File: src/rtl/sram_arb_pkg.sv
// Shared types and requester identifiers for the SLC-3 SRAM arbiter.
package sram_arb_pkg;

    typedef enum logic [1:0] {
        IDLE   = 2'd0,
        ACCESS = 2'd1,
        DONE   = 2'd2
    } arb_state_t;

    localparam logic REQ_CPU = 1'b0;
    localparam logic REQ_DBG = 1'b1;

endpackage

File: src/rtl/sram_arb_pick.sv
// Combinational 2-way request picker; the tie winner comes from the arbiter policy
// (fixed CPU priority, or round-robin when SRAM_ARB_ROUND_ROBIN_EN is defined).
module sram_arb_pick
    import sram_arb_pkg::*;
(
    input  logic cpu_req,
    input  logic dbg_req,
    input  logic tie_winner,
    output logic grant_valid,
    output logic grant
);

    always_comb begin
        grant_valid = cpu_req | dbg_req;
        grant       = REQ_CPU;
        if (cpu_req && dbg_req) begin
            grant = tie_winner;
        end else if (dbg_req) begin
            grant = REQ_DBG;
        end
    end

endmodule

File: src/rtl/sram_mem_arbiter.sv
// Two-port (CPU / debug loader) arbiter sequencing the async SRAM strobes over a fixed access.
// Optional SRAM_ARB_ROUND_ROBIN_EN: ties go to the requester not granted last.
module sram_mem_arbiter
    import sram_arb_pkg::*;
#(
    parameter int ADDR_W   = 20,
    parameter int DATA_W   = 16,
    parameter int WAIT_CYC = 2
) (
    input  logic              Clk,
    input  logic              Reset,
    input  logic              cpu_req,
    input  logic              cpu_we,
    input  logic [ADDR_W-1:0] cpu_addr,
    input  logic [DATA_W-1:0] cpu_wdata,
    output logic              cpu_ack,
    output logic [DATA_W-1:0] cpu_rdata,
    input  logic              dbg_req,
    input  logic              dbg_we,
    input  logic [ADDR_W-1:0] dbg_addr,
    input  logic [DATA_W-1:0] dbg_wdata,
    output logic              dbg_ack,
    output logic [DATA_W-1:0] dbg_rdata,
    output logic [ADDR_W-1:0] sram_addr,
    output logic [DATA_W-1:0] sram_dq_out,
    output logic              sram_dq_oe,
    input  logic [DATA_W-1:0] sram_dq_in,
    output logic              Mem_CE,
    output logic              Mem_UB,
    output logic              Mem_LB,
    output logic              Mem_OE,
    output logic              Mem_WE
);

    localparam int CNT_W = $clog2(WAIT_CYC + 1);
    localparam logic [CNT_W-1:0] CNT_LOAD = CNT_W'(WAIT_CYC - 1);

    generate
        if (WAIT_CYC < 1) begin : g_bad_wait
            $error("sram_mem_arbiter: WAIT_CYC must be >= 1");
        end
    endgenerate

    arb_state_t        state_reg;
    logic [CNT_W-1:0]  cnt_reg;
    logic              sel_reg;
    logic              we_reg;

    logic              grant_valid;
    logic              grant;
    logic              tie_winner;
    logic              sel_we;
    logic [ADDR_W-1:0] sel_addr;
    logic [DATA_W-1:0] sel_wdata;

    sram_arb_pick u_pick (
        .cpu_req     (cpu_req),
        .dbg_req     (dbg_req),
        .tie_winner  (tie_winner),
        .grant_valid (grant_valid),
        .grant       (grant)
    );

`ifdef SRAM_ARB_ROUND_ROBIN_EN
    logic last_grant_reg;

    // Starts at dbg so the very first tie goes to the CPU.
    always_ff @(posedge Clk or posedge Reset) begin
        if (Reset) begin
            last_grant_reg <= REQ_DBG;
        end else if (state_reg == IDLE && grant_valid) begin
            last_grant_reg <= grant;
        end
    end

    assign tie_winner = ~last_grant_reg;
`else
    assign tie_winner = REQ_CPU;
`endif

    always_comb begin
        sel_we    = cpu_we;
        sel_addr  = cpu_addr;
        sel_wdata = cpu_wdata;
        if (grant == REQ_DBG) begin
            sel_we    = dbg_we;
            sel_addr  = dbg_addr;
            sel_wdata = dbg_wdata;
        end
    end

    // Strobes are loaded on the IDLE->ACCESS edge so they are active for exactly the ACCESS cycles.
    always_ff @(posedge Clk or posedge Reset) begin
        if (Reset) begin
            state_reg   <= IDLE;
            cnt_reg     <= '0;
            sel_reg     <= REQ_CPU;
            we_reg      <= 1'b0;
            sram_addr   <= '0;
            sram_dq_out <= '0;
            sram_dq_oe  <= 1'b0;
            Mem_CE      <= 1'b1;
            Mem_OE      <= 1'b1;
            Mem_WE      <= 1'b1;
            Mem_UB      <= 1'b0;
            Mem_LB      <= 1'b0;
            cpu_ack     <= 1'b0;
            dbg_ack     <= 1'b0;
            cpu_rdata   <= '0;
            dbg_rdata   <= '0;
        end else begin
            Mem_UB <= 1'b0;
            Mem_LB <= 1'b0;
            case (state_reg)
                IDLE: begin
                    cpu_ack <= 1'b0;
                    dbg_ack <= 1'b0;
                    if (grant_valid) begin
                        sel_reg     <= grant;
                        we_reg      <= sel_we;
                        sram_addr   <= sel_addr;
                        sram_dq_out <= sel_wdata;
                        cnt_reg     <= CNT_LOAD;
                        Mem_CE      <= 1'b0;
                        Mem_OE      <= sel_we;
                        Mem_WE      <= ~sel_we;
                        sram_dq_oe  <= sel_we;
                        state_reg   <= ACCESS;
                    end
                end
                ACCESS: begin
                    if (cnt_reg == '0) begin
                        if (!we_reg) begin
                            if (sel_reg == REQ_DBG) begin
                                dbg_rdata <= sram_dq_in;
                            end else begin
                                cpu_rdata <= sram_dq_in;
                            end
                        end
                        Mem_CE     <= 1'b1;
                        Mem_OE     <= 1'b1;
                        Mem_WE     <= 1'b1;
                        sram_dq_oe <= 1'b0;
                        cpu_ack    <= (sel_reg == REQ_CPU);
                        dbg_ack    <= (sel_reg == REQ_DBG);
                        state_reg  <= DONE;
                    end else begin
                        cnt_reg <= cnt_reg - CNT_W'(1);
                    end
                end
                DONE: begin
                    cpu_ack   <= 1'b0;
                    dbg_ack   <= 1'b0;
                    state_reg <= IDLE;
                end
                default: begin
                    state_reg <= IDLE;
                end
            endcase
        end
    end

endmodule
File: config.mk
export PLATFORM = sky130hd
export DESIGN_NAME = sram_mem_arbiter
export DESIGN_NICKNAME = d
export VERILOG_FILES = /design/src/rtl/sram_arb_pkg.sv /design/src/rtl/sram_arb_pick.sv /design/src/rtl/sram_mem_arbiter.sv
export SDC_FILE = /design/constraint.sdc
export NUM_CORES = 1
export LEC_CHECK = 0
export CAP_MARGIN = 10
export CORE_MARGIN = 5
export CORE_UTILIZATION = 40
export DETAILED_ROUTE_END_ITERATION = 12
export PLACE_DENSITY = 0.75
export SLEW_MARGIN = 15
export SYNTH_ARGS = -nofsm -noshare
export SYNTH_HDL_FRONTEND = slang
export SYNTH_HIERARCHICAL = 1
export SYNTH_SLANG_ARGS = --single-unit
File: constraint.sdc
create_clock -name Clk -period 5.96 [get_ports Clk]
set_input_delay 1.192 -clock Clk [delete_from_list [all_inputs] [get_ports Clk]]
set_output_delay 1.192 -clock Clk [all_outputs]
set_load 0.01 [all_outputs]
**Word-level counts from Yosys, hierarchy flattened**

Index checks and enable logic that the tools add are counted.

- Add/subtract/negate cells: 1
- Multiply operators: 0
- Div/mod/pow operators: 0
- Magnitude comparators: 0
- Equal/unequal tests: 5
- Shift-type cells: 0
- Muxes and demuxes: 23
- Bitwise logic cells: 4
- Reduce and logical (&&, ||, !) cells: 13

Operator list:

| cell | count |
|---|---|
| two-way mux 20 bit | 1 |
| two-way mux 16 bit | 1 |
| one-hot mux 1 bit (2 select lines) | 6 |
| two-way mux 1 bit | 10 |
| one-hot mux 2 bit (2 select lines) | 2 |
| AND reduction 4 bit | 2 |
| two-way mux 2 bit | 3 |
| != test 2 bit, second input constant | 3 |
| AND reduction 2 bit | 3 |
| AND reduction 3 bit | 2 |
| zero test 2 bit | 2 |
| nonzero test 2 bit | 2 |
| NOT 1 bit | 3 |
| == test 2 x 1 -> 1 bit, second input constant | 1 |
| == test 2 bit, second input constant | 1 |
| OR reduction 2 bit | 1 |
| subtractor 2 x 1 -> 2 bit, second input constant | 1 |
| logical AND 1 bit | 1 |
| OR 1 bit | 1 |

- Register bits: 80
- Latch bits: 0
- RAM bits: 0
- Bits in read-only memories: 0
- Input bits: 94
- Output and inout port bits: 76
- Memories: 0

**Longest topological paths before layout**

Gate-level depths: netlist (run 1).

- Depth after elaboration: 6
- Depth in mapped cells: 7
- Gate-level depth less buffers: 5

**Modules after synthesis**

The synthesis (run 1) kept the hierarchy.

Modules (own cells, without submodules):

| module | times used | cells each | area an instance (sq um) |
|---|---|---|---|
| sram_mem_arbiter | 1 | 278 | 3,454.6 |
| sram_arb_pick | 1 | 3 | 17.5 |

**Worst setup path after synthesis (run 1)**

Ideal clock, no wire load.

- Path kind: input -> register
- Start point: input dbg_req
- End point: register sram_addr[0]
- Setup time: 133 ps
- Arrival: 2,371 ps
- Slack: 3,456 ps
- Cell stages on the path: 5
- Cell sequence: a21boi_1 buf_2 buf_1 mux2i_1 o21ai_0

- Cells in the longest elaborated chain, start to end: 3

RTL lines:

| item | line | text |
|---|---|---|
| start: declaration | sram_mem_arbiter.sv:18 | `input logic dbg_req,` |
| two-way mux 1 bit / logical AND 1 bit (equally long branches) | sram_arb_pick.sv:18, sram_arb_pick.sv:16 |  |
| two-way mux 1 bit | sram_arb_pick.sv:16 | `if (cpu_req && dbg_req) begin` |
| two-way mux 20 bit | sram_mem_arbiter.sv:85 | `if (grant == REQ_DBG) begin` |
| end signal: assignment | sram_mem_arbiter.sv:121 | `sram_addr <= sel_addr;` |
| end: declaration | sram_mem_arbiter.sv:24 | `output logic [ADDR_W-1:0] sram_addr,` |

Several ways; a longest one is shown, not always the timed one.
A chain may end at the register's enable or synchronous reset.

**Final worst setup path (run 1)**

- Start point: input cpu_req
- End point: register sram_addr[15]

RTL lines:

| item | line | text |
|---|---|---|
| start: declaration | sram_mem_arbiter.sv:12 | `input logic cpu_req,` |
| OR 1 bit | sram_arb_pick.sv:14 | `grant_valid = cpu_req \| dbg_req;` |
| via grant_valid | sram_mem_arbiter.sv:49 | `logic grant_valid;` |
| AND reduction 2 bit (no line) | -- |  |

The timed path passes the listed nets, and every way through them passes these cells.

==> PnR_summary.wiki, run 1 <==
{| class="wikitable"
! Metric !! Value
|-
| Die Span X || 103 um
|-
| Number of ports placed on the die boundary || 170
|-
| Post-DP HPWL || 6530 um
|-
| Run status || completed
|-
| PD cells || 468 mW/mm^2
|-
| Number of different library cells in the post-synthesis netlist || 31
|-
| # port buffers || 167
|-
| Die Outline Area || 0.0106 mm^2
|-
| Root buf cell || sky130_fd_sc_hd__clkbuf_8
|-
| Area growth from synthesis to layout || 55.5%
|-
| Remaining antenna violation count after routing || 0
|-
| Dominant combinational cell family by area after synthesis || multiplexers
|-
| Final Cell Area || 0.00540 mm^2
|-
| Slowest CP cell || sky130_fd_sc_hd__or3b_2
|-
| Min-delay worst type || reg -> reg
|-
| Clock buffer depth || 2
|-
| Worst clock skew on the final layout || 9.17 ps
|-
| Post-route clock period utilization || 0.497
|-
| Worst R2R Path Depth || 5
|-
| Final hold violation count || 0
|-
| Critical Path Max Stage Delay || 730 ps
|-
| Multiplexer fraction of the synthesized cell area || 0.227
|-
| Vert. Die Dim || 103 um
|-
| Vias per inst || 4.73
|-
| Area of the mapped netlist || 0.00347 mm^2
|-
| Biggest area contributors in the synthesized netlist || sky130_fd_sc_hd__dfrtp_1 55%, sky130_fd_sc_hd__mux2i_1 11%, sky130_fd_sc_hd__mux2_2 7.1%, sky130_fd_sc_hd__o21ai_0 5.5%, sky130_fd_sc_hd__nand2_1 4.6%
|-
| Sw Ratio || 0.322
|-
| Vias in the first global route || 2703
|-
| Clock tree from TritonCTS || yes
|-
| Clock slew at reported path FFs || 80 ps
|-
| Worst R2R Start || cnt_reg[0]$_DFFE_PP0P_
|-
| Number of nets at the end of the flow || 539
|-
| Average wire length per cell after detail routing || 15.3 um
|-
| Vias post-DR || 2623
|-
| GR Overflow Total || 0
|-
| TritonCTS Buffers || 9
|-
| Portion of total power attributed to combinational logic || 0.461
|-
| CP Launch Type || input pin
|-
| Clock Sinks || 80
|-
| Sequential fraction of the synthesis area || 0.578
|-
| Count of synthesis-stage warnings from yosys || 6
|-
| Switching power summed over all nets || 812 uW
|-
| H-tree level count || 3
|-
| Post-synthesis average cell area || 12.4 um^2
|-
| Syn Inst Count || 281
|-
| XOR/XNOR share of the synthesized area || 0
|-
| Iter 0 DRT Violations || 28
|-
| Peak clock frequency supported by timing || 338 MHz
|-
| Simple-gate share of the synthesized area || 0.0847
|-
| Number of placement rows || 34
|-
| Worst-case hold path end point || Mem_CE$_DFFE_PP1P_
|-
| Relative slew margins || 0.275
|-
| Count of hold buffers inserted by post-cts repair || 0
|-
| Proportion of layout cells with a drive suffix above 1 || 0.132
|-
| Maximum number of pins on one net before global-route repair || 81
|-
| Post-Synth Adder-Cell Area || 0.00360
|-
| Number of max-capacitance violations reported || 0
|-
| Proportion of power drawn by flip-flops and latches || 0.384
|-
| FF-to-FF End || cpu_rdata[5]$_DFFE_PP0P_
|-
| Setup slack of the most critical reg-to-reg path || 3750 ps
|-
| Initial cell density of the core || 0.404
|-
| Placed cell area || 0.00520 mm^2
|-
| Core outline area || 0.00859 mm^2
|-
| Resized Gates After CTS || 0
|-
| Area leader, netlist || sky130_fd_sc_hd__dfrtp_1
|-
| DR pass1 iterations || 4
|-
| Final sum of negative setup slack || 0 ps
|-
| Global placement routability congestion || 0.735
|-
| Critical path peak fanout || 44
|-
| Share of total power in the clock network || 0.155
|-
| Post-CTS Setup Inserts || 0
|-
| Clock latency on the worst-skew pair || 330 ps
|-
| Top cell type's share of synthesized area || 0.555
|-
| Maximum resistive drop on vdd || 0.163 mV
|-
| Total track usage || 0.158
|-
| Register bit total from synthesis || 80
|-
| CP Data Required Time || 6170 ps
|-
| Unrepaired setup endpoints after global routing || no
|-
| Detailed-route DRC error count || 0
|-
| Total placed cells including tap cells || 541
|-
| Worst hold stages || 2
|-
| Transition time at the pin with the least slew margin || 1080 ps
|-
| Number of standard cells in the final layout excluding fillers || 555
|-
| Final critical path time including I/O delays and setup || 2960 ps
|-
| Total of endpoints with negative setup slack in the final report || 0
|-
| Leakage power || 0.00235 uW
|-
| Worst Hold Margin || 472 ps
|-
| Crit path arrival time || 3160 ps
|-
| Antenna violations before repair || 0
|-
| Critical Path, Cell by Cell || clkdlybuf4s50_1 > or2_1 > or3b_2 > buf_4 > nand2_1 > o21ai_0
|-
| Worst hold path startpoint || Mem_CE$_DFFE_PP1P_
|-
| Number of max-slew violations in the final report || 0
|-
| Post-synthesis compound-gate area fraction || 0.0667
|-
| Register ranked first by flip-flop count || sram_addr
|-
| Wire length of the first global-routing pass || 13000 um
|-
| Category of the critical setup timing path || in -> reg
|-
| Flip-flop count of the largest register after layout || 20
|-
| Critical Path End Type || flip-flop
|-
| Detailed-route wire length || 8480 um
|-
| Internal power contribution || 1710 uW
|-
| Final antenna diode count || 0
|}
[cell families (layout without fill, tap and decap cells)]
group,Yosys count,count (layout)
simple gates,59,59
compound gates,44,44
fa+ha+maj,1,1
flops,80,80
other cells,1,3
mux,71,71
buf+inv,25,189
[metrics by stage]
stage / total power (uW) / setup WS [ps] / util
final: 2520 / 3000 / 0.628
after global routing: 2700 / 2850 / 0.628
after CTS: 2570 / 3000 / 0.628
after detailed placement: 2160 / 2620 / 0.606
after global placement: 2120 / 2680 / 0.606
after floorplan: 1510 / 2720 / -
[power groups by stage]
| stage | clock network [uW] | logic, uW | registers [uW] |
|---|---|---|---|
| finish | 392 | 1160 | 969 |
| detailed placement | 0 | 1190 | 978 |
| floorplan | 0 | 437 | 1070 |
| global route | 426 | 1270 | 1010 |
| CTS | 405 | 1190 | 972 |
| global placement | 0 | 1150 | 969 |
[final cells by class]
class	instances	area, um^2
Inverter	5	20.0
Timing Repair Buffer	170	1690
Sequential cell	80	2010
Tap cell	108	135
Fill cell	675	3200
Clock buffer	11	151
Clock inverter	3	42.5
Multi-Input combinational cell	178	1350
[cells in the final DEF (no fill, tap or decap), types with 3 or more instances in the layout]
cell	netlist	final
sky130_fd_sc_hd__mux2_2	22	22
sky130_fd_sc_hd__mux2_4	10	10
sky130_fd_sc_hd__dfrtp_1	77	77
sky130_fd_sc_hd__dfstp_2	3	3
sky130_fd_sc_hd__nor3b_1	3	3
sky130_fd_sc_hd__buf_4	3	3
sky130_fd_sc_hd__clkbuf_8	0	11
sky130_fd_sc_hd__clkdlybuf4s50_1	0	167
sky130_fd_sc_hd__nand2_1	43	43
sky130_fd_sc_hd__inv_1	5	4
sky130_fd_sc_hd__o21ai_0	38	38
sky130_fd_sc_hd__nand2b_1	3	3
sky130_fd_sc_hd__mux2i_1	39	39
sky130_fd_sc_hd__conb_1	1	3
[routing by layer]
layer  GRT usage  routed length, um  up-vias
met5           0                  0        -
met2       0.254               3830      126
met1       0.196               3580     1201
met3      0.0555                907       11
met4      0.0647                160        0
li1            -                  -     1285
[cells in the mapped netlist]
master                      n
sky130_fd_sc_hd__o22a_1     1
sky130_fd_sc_hd__buf_2      6
sky130_fd_sc_hd__a21boi_1   1
sky130_fd_sc_hd__inv_1      5
sky130_fd_sc_hd__o21a_1     2
sky130_fd_sc_hd__nand2b_1   3
sky130_fd_sc_hd__conb_1     1
sky130_fd_sc_hd__or4b_4     1
sky130_fd_sc_hd__mux2i_1   39
sky130_fd_sc_hd__mux2_4    10
sky130_fd_sc_hd__nor4_4     1
sky130_fd_sc_hd__dfrtp_1   77
sky130_fd_sc_hd__clkbuf_1   7
sky130_fd_sc_hd__nand2_2    1
sky130_fd_sc_hd__nor2b_1    2
sky130_fd_sc_hd__buf_4      3
sky130_fd_sc_hd__o21ai_0   38
sky130_fd_sc_hd__nand2_1   43
sky130_fd_sc_hd__nand3_1    1
sky130_fd_sc_hd__or4b_2     1
sky130_fd_sc_hd__buf_1      2
sky130_fd_sc_hd__a21oi_1    2
sky130_fd_sc_hd__buf_6      1
sky130_fd_sc_hd__mux2_2    22
sky130_fd_sc_hd__or2_1      1
sky130_fd_sc_hd__nor3b_1    3
sky130_fd_sc_hd__or3b_2     1
sky130_fd_sc_hd__nand3b_1   1
sky130_fd_sc_hd__buf_12     1
sky130_fd_sc_hd__dfstp_2    3
sky130_fd_sc_hd__ha_1       1
[worst max-delay path by stage]
stage             from                   endpoint  slack, ps  depth (start not counted)
3_3_place_gp   cpu_req     sram_dq_oe$_DFFE_PP0P_       2680                          6
5_1_grt        cpu_req     sram_dq_oe$_DFFE_PP0P_       2850                          6
3_5_place_dp   cpu_req  sram_addr[15]$_DFFE_PP0P_       2620                          6
4_1_cts        cpu_req  sram_addr[15]$_DFFE_PP0P_       3000                          6
6_report       cpu_req  sram_addr[15]$_DFFE_PP0P_       3000                          6
2_1_floorplan    Reset     cnt_reg[0]$_DFFE_PP0P_       2720                          1
[critical path: cells and delay by family]
family,cells,cell delay (ps)
AO/OA/AOI/OAI,1,90
AND/OR/NAND/NOR,3,990
buffers and inverters,2,870
Note: power is estimated with default switching activity, not from simulation.
==> run 2: changes to the inputs <==
--- a/config.mk
+++ b/config.mk
@@ -7,9 +7,9 @@
 export LEC_CHECK = 0
 export CAP_MARGIN = 10
 export CORE_MARGIN = 5
-export CORE_UTILIZATION = 40
+export CORE_UTILIZATION = 37
 export DETAILED_ROUTE_END_ITERATION = 12
-export PLACE_DENSITY = 0.75
+export PLACE_DENSITY = 0.73
 export SLEW_MARGIN = 15
 export SYNTH_ARGS = -nofsm -noshare
 export SYNTH_HDL_FRONTEND = slang
==> constraint.sdc (replaced) <==
create_clock -name Clk -period 2.4 [get_ports Clk]
set_input_delay 0.48 -clock Clk [delete_from_list [all_inputs] [get_ports Clk]]
set_output_delay 0.48 -clock Clk [all_outputs]
set_load 0.01 [all_outputs]
==> run 2 against run 1 <==
Clock skew rose by 1.8 ps. Sequential cell count is the same. Clock-buffer cell count down 2. Non-clock buffer count is 3 higher. Die area increased by 7.3%. Register-to-register slack got worse by 3300 ps. Setup slack got worse by 2600 ps. Highest routed layer unchanged.
==> PnR_summary.wiki, run 2 (synthesized netlist as in run 1, its figures left out) <==
{| class="wikitable"
! Metric !! Value
|-
| Global placement routability congestion || 0.768
|-
| Post-CTS Setup Inserts || 0
|-
| Final antenna diode count || 0
|-
| PD cells || 1150 mW/mm^2
|-
| Vert. Die Dim || 107 um
|-
| Register ranked first by flip-flop count || sram_addr
|-
| Finished Core Util || 0.595
|-
| Iter 0 DRT Violations || 74
|-
| Critical Path End Type || flip-flop
|-
| Placed cell area || 0.00527 mm^2
|-
| Final sum of negative setup slack || 0 ps
|-
| # port buffers || 167
|-
| Relative slew margins || 0.614
|-
| Unrepaired setup endpoints after global routing || no
|-
| Number of nets at the end of the flow || 542
|-
| Switching power summed over all nets || 2070 uW
|-
| H-tree level count || 3
|-
| Number of max-capacitance violations reported || 0
|-
| Number of placement rows || 35
|-
| Area growth from synthesis to layout || 57.5%
|-
| Worst clock skew on the final layout || 10.9 ps
|-
| Remaining antenna violation count after routing || 0
|-
| Filler Cell Count || 777
|-
| Clock Sinks || 80
|-
| Clock buffer depth || 2
|-
| Total track usage || 0.152
|-
| Antenna violations before repair || 0
|-
| Portion of total power attributed to combinational logic || 0.463
|-
| Most frequent cells in the layout || 167 x sky130_fd_sc_hd__clkdlybuf4s50_1, 77 x sky130_fd_sc_hd__dfrtp_1, 43 x sky130_fd_sc_hd__nand2_1
|-
| CP Data Required Time || 2620 ps
|-
| Final critical path time including I/O delays and setup || 1970 ps
|-
| Peak clock frequency supported by timing || 507 MHz
|-
| Proportion of power drawn by flip-flops and latches || 0.381
|-
| Run status || completed
|-
| Commonest non-fill, non-tap cell in the layout || sky130_fd_sc_hd__clkdlybuf4s50_1
|-
| Root buf cell || sky130_fd_sc_hd__clkbuf_8
|-
| Die Outline Area || 0.0114 mm^2
|-
| Die Span X || 107 um
|-
| Number of max-slew violations in the final report || 0
|-
| Count of hold buffers inserted by post-cts repair || 0
|-
| Total of endpoints with negative setup slack in the final report || 0
|-
| Vias post-DR || 2626
|-
| Crit path arrival time || 2190 ps
|-
| Proportion of layout cells with a drive suffix above 1 || 0.142
|-
| Final hold violation count || 0
|-
| Vias in the first global route || 2799
|-
| CP Launch Type || flip-flop
|-
| Wire length of the first global-routing pass || 13800 um
|-
| Clock latency on the worst-skew pair || 340 ps
|-
| Share of total power in the clock network || 0.156
|-
| DR pass1 iterations || 4
|-
| Final Cell Area || 0.00547 mm^2
|-
| Flip-flop count of the largest register after layout || 20
|-
| Leakage power || 0.00238 uW
|-
| Post-route clock period utilization || 0.821
|-
| Initial cell density of the core || 0.378
|-
| Core outline area || 0.00920 mm^2
|-
| Resized Gates After CTS || 0
|-
| Clock slew at reported path FFs || 80 ps
|-
| Detailed-route DRC error count || 0
|-
| Average wire length per cell after detail routing || 15.2 um
|-
| Post-DP HPWL || 6730 um
|-
| Number of ports placed on the die boundary || 170
|-
| Vias per inst || 4.66
|-
| Internal power contribution || 4240 uW
|-
| Maximum resistive drop on vdd || 0.412 mV
|-
| Critical path peak fanout || 16
|-
| GR Overflow Total || 0
|-
| TritonCTS Buffers || 9
|-
| Clock tree from TritonCTS || yes
|-
| Detailed-route wire length || 8550 um
|-
| Min-delay worst type || reg -> reg
|-
| Maximum number of pins on one net before global-route repair || 41
|-
| Transition time at the pin with the least slew margin || 577 ps
|-
| Sw Ratio || 0.328
|-
| Category of the critical setup timing path || reg -> reg
|}
[run 2: cell count changes in the layout (fill, tap and decap cells not counted), sizes merged]
| cell | delta |
|---|---|
| buf | +3 |
| inv | +3 |
| clkbuf | -2 |
| clkinvlp | +2 |
| clkinv | -1 |
[run 2: final cells by class]
| class | instances | area [um^2] | area share |
|---|---|---|---|
| repair buffers | 173 | 1750 | 0.321 |
| well taps | 111 | 139 | 0.0254 |
| multi-input cells | 178 | 1350 | 0.247 |
| flip-flops and latches | 80 | 2010 | 0.367 |
| clock buffers | 9 | 124 | 0.0226 |
| inverters | 5 | 22.5 | 0.00412 |
| clock inverters | 7 | 76.3 | 0.0140 |
[run 2: per-layer routing]
metal,global-route usage,share of wire,up-vias
met5,0,0,-
met4,0.0466,0.0074,0
met3,0.0572,0.095,6
met2,0.250,0.47,115
met1,0.185,0.43,1210
li1,-,-,1295
[run 2: stage by stage]
stage	cells	power (uW)	setup slack [ps]	hold WS (ps)
after detailed placement	547	5400	158	463
after CTS	563	6410	416	476
final	563	6310	429	467
after floorplan	283	3740	503	465
after global routing	563	6760	333	486
after global placement	547	5310	222	451
[run 2: worst paths after layout]
kind | slack [ps] | cells after the start | startpoint | end
worst max-delay path | 430 | 5 | cnt_reg[0]$_DFFE_PP0P_ | dbg_rdata[0]$_DFFE_PP0P_
worst min-delay path | 470 | 2 | Mem_CE$_DFFE_PP1P_ | Mem_CE$_DFFE_PP1P_
worst max register to register | 430 | 5 | cnt_reg[0]$_DFFE_PP0P_ | dbg_rdata[0]$_DFFE_PP0P_
worst min register to register | 470 | 2 | Mem_CE$_DFFE_PP1P_ | Mem_CE$_DFFE_PP1P_
max in group asynchronous | 1270 | 3 | Reset | sram_dq_out[10]$_DFFE_PP0P_
min in group asynchronous | 590 | 2 | Reset | sram_addr[18]$_DFFE_PP0P_
[run 2: critical path, stage by stage, from the launching register on]
cell and delay [ps]:
sky130_fd_sc_hd__dfrtp_1 370, sky130_fd_sc_hd__inv_1 90, sky130_fd_sc_hd__ha_1 270, sky130_fd_sc_hd__nand2_2 110, sky130_fd_sc_hd__or4b_4 670, sky130_fd_sc_hd__mux2_4 350
[run 2: power groups by stage]
stage               sequential [uW]  clock, uW  combinational [uW]
floorplan                      2660          0                1090
global placement               2410          0                2910
detailed placement             2430          0                2970
CTS                            2410       1020                2980
global route                   2500       1070                3190
finish                         2400        986                2920
